===== src/rtl/tile_reader_pkg.sv =====
// rtl/tile_reader_pkg.sv - shared tile geometry, origin table and scan FSM states
package tile_reader_pkg;

    localparam int TILE_SIZE = 36;
    localparam int NUM_TILES = 9;

    // Row-major 3x3 board; entry i is the top-left corner of tile i.
    localparam logic [8:0][7:0] TILE_ORIGIN_X = {
        8'd100, 8'd62, 8'd24,
        8'd100, 8'd62, 8'd24,
        8'd100, 8'd62, 8'd24
    };
    localparam logic [8:0][6:0] TILE_ORIGIN_Y = {
        7'd80, 7'd80, 7'd80,
        7'd42, 7'd42, 7'd42,
        7'd4,  7'd4,  7'd4
    };

    typedef enum logic [1:0] {
        ST_IDLE,
        ST_READ,
        ST_DRAIN,
        ST_DONE
    } tile_state_t;

endpackage


===== src/rtl/tile_origin_lut.sv =====
// rtl/tile_origin_lut.sv - maps a tile index to its framebuffer origin
module tile_origin_lut
    import tile_reader_pkg::*;
(
    input  logic [3:0] location,
    output logic [7:0] origin_x,
    output logic [6:0] origin_y,
    output logic       valid
);

    always_comb begin
        origin_x = '0;
        origin_y = '0;
        valid    = 1'b0;
        for (int i = 0; i < NUM_TILES; i++) begin
            if (location == 4'(i)) begin
                origin_x = TILE_ORIGIN_X[i];
                origin_y = TILE_ORIGIN_Y[i];
                valid    = 1'b1;
            end
        end
    end

endmodule


===== src/rtl/tile_reader.sv =====
// rtl/tile_reader.sv - scans one 36x36 tile and reports its colour and uniformity
module tile_reader
    import tile_reader_pkg::*;
(
    input  logic        clk,
    input  logic        resetn,
    input  logic        start,
    input  logic [3:0]  location,
    input  logic [2:0]  rd_data,
    output logic [7:0]  rd_x,
    output logic [6:0]  rd_y,
    output logic        rd_en,
    output logic        busy,
    output logic        done,
    output logic [2:0]  tile_colour,
    output logic        uniform,
    output logic [10:0] mismatch_count,
    output logic        error
);

    localparam logic [5:0] LAST_OFS = 6'(TILE_SIZE - 1);

    tile_state_t state;
    logic [7:0]  org_x;
    logic [6:0]  org_y;
    logic [5:0]  ox;
    logic [5:0]  oy;
    logic        dv;
    logic        first_pix;

    logic [7:0]  lut_x;
    logic [6:0]  lut_y;
    logic        lut_valid;

    logic        pix_diff;
    logic [10:0] mm_next;

    tile_origin_lut u_origin_lut (
        .location (location),
        .origin_x (lut_x),
        .origin_y (lut_y),
        .valid    (lut_valid)
    );

    // Mismatch count including the pixel being captured this cycle, so DRAIN
    // can judge uniformity with the final pixel already accounted for.
    always_comb begin
        pix_diff = dv && !first_pix && (rd_data != tile_colour);
        mm_next  = mismatch_count + {10'd0, pix_diff};
    end

    always_ff @(posedge clk) begin
        if (!resetn) begin
            state          <= ST_IDLE;
            org_x          <= '0;
            org_y          <= '0;
            ox             <= '0;
            oy             <= '0;
            dv             <= 1'b0;
            first_pix      <= 1'b0;
            rd_en          <= 1'b0;
            rd_x           <= '0;
            rd_y           <= '0;
            busy           <= 1'b0;
            done           <= 1'b0;
            error          <= 1'b0;
            uniform        <= 1'b0;
            tile_colour    <= '0;
            mismatch_count <= '0;
        end else begin
            done <= 1'b0;
            dv   <= rd_en;

            if (dv) begin
                if (first_pix) begin
                    tile_colour <= rd_data;
                    first_pix   <= 1'b0;
                end else begin
                    mismatch_count <= mm_next;
                end
            end

            case (state)
                ST_IDLE: begin
                    if (start) begin
                        busy           <= 1'b1;
                        uniform        <= 1'b0;
                        mismatch_count <= '0;
                        tile_colour    <= '0;
                        if (lut_valid) begin
                            org_x     <= lut_x;
                            org_y     <= lut_y;
                            ox        <= '0;
                            oy        <= '0;
                            first_pix <= 1'b1;
                            error     <= 1'b0;
                            rd_en     <= 1'b1;
                            rd_x      <= lut_x;
                            rd_y      <= lut_y;
                            state     <= ST_READ;
                        end else begin
                            error <= 1'b1;
                            done  <= 1'b1;
                            state <= ST_DONE;
                        end
                    end
                end
                ST_READ: begin
                    if (ox == LAST_OFS) begin
                        ox <= '0;
                        if (oy == LAST_OFS) begin
                            rd_en <= 1'b0;
                            state <= ST_DRAIN;
                        end else begin
                            oy   <= oy + 6'd1;
                            rd_x <= org_x;
                            rd_y <= org_y + 7'(oy) + 7'd1;
                        end
                    end else begin
                        ox   <= ox + 6'd1;
                        rd_x <= org_x + 8'(ox) + 8'd1;
                    end
                end
                ST_DRAIN: begin
                    uniform <= (mm_next == '0);
                    done    <= 1'b1;
                    state   <= ST_DONE;
                end
                ST_DONE: begin
                    busy  <= 1'b0;
                    state <= ST_IDLE;
                end
                default: state <= ST_IDLE;
            endcase
        end
    end

endmodule

===== config.mk =====
export PLATFORM = sky130hd
export DESIGN_NAME = tile_reader
export DESIGN_NICKNAME = d
export VERILOG_FILES = /design/src/rtl/tile_reader_pkg.sv /design/src/rtl/tile_origin_lut.sv /design/src/rtl/tile_reader.sv
export SDC_FILE = /design/constraint.sdc
export NUM_CORES = 1
export LEC_CHECK = 0
export ABC_CLOCK_PERIOD_IN_PS = 4800
export CORE_UTILIZATION = 55
export CTS_CLUSTER_DIAMETER = 30
export DETAILED_ROUTE_END_ITERATION = 12
export PLACE_DENSITY = 0.89
export SETUP_SLACK_MARGIN = 0.1
export SKIP_CTS_REPAIR_TIMING = 1
export SYNTH_ARGS = -nofsm -noshare
export SYNTH_HDL_FRONTEND = slang
export SYNTH_SLANG_ARGS = --single-unit

===== constraint.sdc =====
create_clock -name clk -period 4.8 [get_ports clk]
set_input_delay 0.96 -clock clk [delete_from_list [all_inputs] [get_ports clk]]
set_output_delay 0.96 -clock clk [all_outputs]
set_load 0.03 [all_outputs]

==> summary.txt <==
Dpl hpwl -> 5500 um
Initial antenna violation count -> 0
IO buf count -> 43
Yosys top cell by area -> dfxtp_1
Pre-Repair DR Iteration Count -> 5
TritonCTS Buffers -> 5
Fin Setup TNS -> 0 ns
Final Skew -> 0.00935 ns
Pint -> 0.883 mW
Unrepaired setup endpoints after global routing -> false
DR iter-0 viols -> 249
Share of post-route cells with drive strength above 1 -> 0.0443
Reg2Reg Depth -> 8
Critical path startpoint category -> input port
Die Span Y -> 79.0 um
Post-route antenna net violation count -> 0
Main area contributors after synthesis -> dfxtp_1 34%, ha_1 6.9%, nor2_1 5.3%
Hold Path Sink -> rd_x[0]$_SDFFE_PN0P_
Wire length per cell -> 15.0 um
Clock Tree Buf Depth -> 2
Synth Flop Type -> dfxtp_1
Period minus WS final -> 3.39 ns
CTS tree -> built
Reg2Reg Setup Slack -> 2.11 ns
Final hold violations -> 0
Critical Path Sink Type -> flop
Area grow syn2layout -> 15.5%
Setup violators final -> 0
Yosys reg bits -> 56
Detailed Route WL -> 7530 um
Yosys top cell area share -> 0.344
Max Cap Violations -> 0
Fin nets -> 458
Maximum fanout along the worst path -> 4
Syn. warnings -> 0
Antenna cells -> 0
Critical path's slowest cell -> or4_1
WS Path Type -> in2reg
Die Area -> 0.00624 mm2
Post-synthesis cell type count -> 61
Final Max Tran Viols -> 0
Vias in the first global route -> 2777
Hold path depth -> 2
Avg Vias per Cell -> 6.05
Clk_lat worst skew -> 0.31 ns
F_max -> 0.295 GHz
Syn nets -> 427
Combinational share of power -> 0.426
Switching portion of total power -> 0.409
Ys async rst share -> 0
Mean Syn Cell Area -> 8.21 um2
GRT overflow -> 0
All-Layer GR Usage -> 0.253
RD Place Congestion -> 0.861
Clock slew seen by the registers of the worst setup and hold paths -> 0.10 ns
H-tree depth -> 2
Placement Setup Slack -> 1.11 ns
Placed Cells -> 493
Clock Sinks -> 56
Max rail drop VDD -> 0.285 mV
FF-to-FF End -> uniform$_SDFFE_PN0P_
Worst-Margin Slew -> 0.635 ns
P_sw -> 0.611 mW
Clk pwr share -> 0.173
First-pass GRT wire length -> 12700 um
Synthesized cell area -> 0.00326 mm2
Cell Rows -> 27
Worst Path Buf+Inv -> 1
Root Buffer Master -> clkbuf_8
Post-route non-filler standard cell count -> 501
Die X-Extent -> 79.0 um
Post-route worst setup slack -> 1.41 ns
CP delay by family, top -> simple AND/OR/NAND/NOR gates
Leak Pwr -> 1.39 nW
Worst Hold Class -> reg2reg
Initial Util -> 0.581
Design Area, Final -> 0.00377 mm2
Largest stage delay, worst path -> 0.51 ns
Core area -> 0.00561 mm2
Dpl cell area -> 0.00368 mm2
Via count -> 3029
Number of synthesized flops with an enable pin -> 0
PD cells -> 397 mW/mm2
Critical path data arrival time -> 3.61 ns
Required @ worst endpoint -> 5.02 ns
Largest net degree at the start of global routing -> 28
Sequential share of the synthesized area -> 0.344
Status -> complete, no violations
Reg-to-reg startpoint -> dv$_SDFF_PN0_
Slew HR -> 0.576
Hold Startpoint -> rd_x[0]$_SDFFE_PN0P_
Period utilization -> 0.705
Critical path, cell by cell -> clkdlybuf4s50_1 > xor2_1 > o31a_1 > ha_1 > ha_1 > or4_1 > or4_1 > o31ai_1
Sequential share of power -> 0.401
# DRC -> 0
Levels on crit path -> 8
Ports -> 44
Synthesized instance count -> 397
[cell type report]
class	instances	area, um2
timing repair buffer	47	460
sequential	56	1120
multi-input combinational	303	1950
tap	72	90.1
inverter	15	56.3
fill	464	1840
clock buffer	6	72.6
clock inverter	2	16.3
[worst max-delay path by stage]
stage                     from              endpoint  slack, ns
floorplan           rd_data[1]  uniform$_SDFFE_PN0P_       1.73
global placement    rd_data[1]  uniform$_SDFFE_PN0P_       1.21
detailed placement  rd_data[1]  uniform$_SDFFE_PN0P_       1.11
CTS                 rd_data[1]  uniform$_SDFFE_PN0P_       1.42
global route        rd_data[1]  uniform$_SDFFE_PN0P_       1.39
finish              rd_data[1]  uniform$_SDFFE_PN0P_       1.41
[power groups by stage]
| stage | logic (mW) | registers (mW) | clock network (mW) |
|---|---|---|---|
| 2_1_floorplan | 0.350 | 0.700 | 0 |
| 3_3_place_gp | 0.613 | 0.605 | 0 |
| 3_5_place_dp | 0.628 | 0.609 | 0 |
| 4_1_cts | 0.634 | 0.599 | 0.262 |
| 5_1_grt | 0.691 | 0.609 | 0.280 |
| 6_report | 0.636 | 0.600 | 0.258 |
[kinds of logic (layout without fill, tap and decap cells)]
kind of cell / after synthesis / in the layout / share of synthesized area
and+or+nand+nor: 149 / 149 / 0.219
AOI/OAI and AO/OA: 98 / 98 / 0.200
DFF: 56 / 56 / 0.344
buffers and inverters: 38 / 70 / 0.0579
xor gates and xnor gates: 31 / 31 / 0.0833
adders and majority gates: 21 / 21 / 0.0844
muxes: 4 / 4 / 0.0123
[cell usage after synthesis (11+ instances only)]
cell / instances
a21oi_1: 31
clkbuf_1: 12
dfxtp_1: 56
ha_1: 18
inv_1: 15
nand2_1: 34
nand3_1: 17
nand4_1: 11
nor2_1: 46
nor3_1: 11
o21ai_0: 21
xnor2_1: 12
xor2_1: 19
[layer usage]
layer	track usage	wire length [um]	part of all wire	up-vias
met5	0	0	0	-
met4	0.0691	104	0.014	0
met3	0.0402	452	0.060	15
met2	0.424	3490	0.46	110
met1	0.337	3490	0.46	1430
li1	-	-	-	1474
[tightest hold or removal path, stage by stage, from the launching register on]
cell and delay, ns:
dfxtp_1 0.32, nand2_1 0.05, a21oi_1 0.05
[sequential cells by signal, indices dropped and copies added (netlist names)]
name            flops
ox                  6
first_pix           1
rd_x                8
rd_y                7
mismatch_count     11
dv                  1
org_x               4
busy                1
uniform             1
done                1
oy                  5
org_y               3
error               1
rd_en               1
state               2
tile_colour         3
[cells in the final DEF, fill, tap and decap left out, types with 3 or more instances in the layout]
| cell | count |
|---|---|
| dfxtp_1 | 56 |
| nor2_1 | 46 |
| clkdlybuf4s50_1 | 43 |
| nand2_1 | 34 |
| a21oi_1 | 31 |
| o21ai_0 | 21 |
| xor2_1 | 19 |
| ha_1 | 18 |
| nand3_1 | 17 |
| inv_1 | 15 |
| xnor2_1 | 12 |
| nor3_1 | 11 |
| nand4_1 | 11 |
| and3_1 | 5 |
| nand2b_1 | 5 |
| a31oi_1 | 5 |
| o211ai_1 | 5 |
| clkbuf_8 | 5 |
| nor2b_1 | 4 |
| mux2i_1 | 4 |
| buf_4 | 4 |
| o21a_1 | 3 |
| o211a_1 | 3 |
| o31ai_1 | 3 |
| a22oi_1 | 3 |
| a32o_1 | 3 |
[metrics by stage]
step / utilization / power [mW] / hold WS [ns]
floorplan: - / 1.05 / 0.462
global placement: 0.656 / 1.22 / 0.444
detailed placement: 0.656 / 1.24 / 0.456
CTS: 0.672 / 1.49 / 0.470
global route: 0.672 / 1.58 / 0.479
finish: 0.672 / 1.49 / 0.466
(Power assumes the default switching activity.)
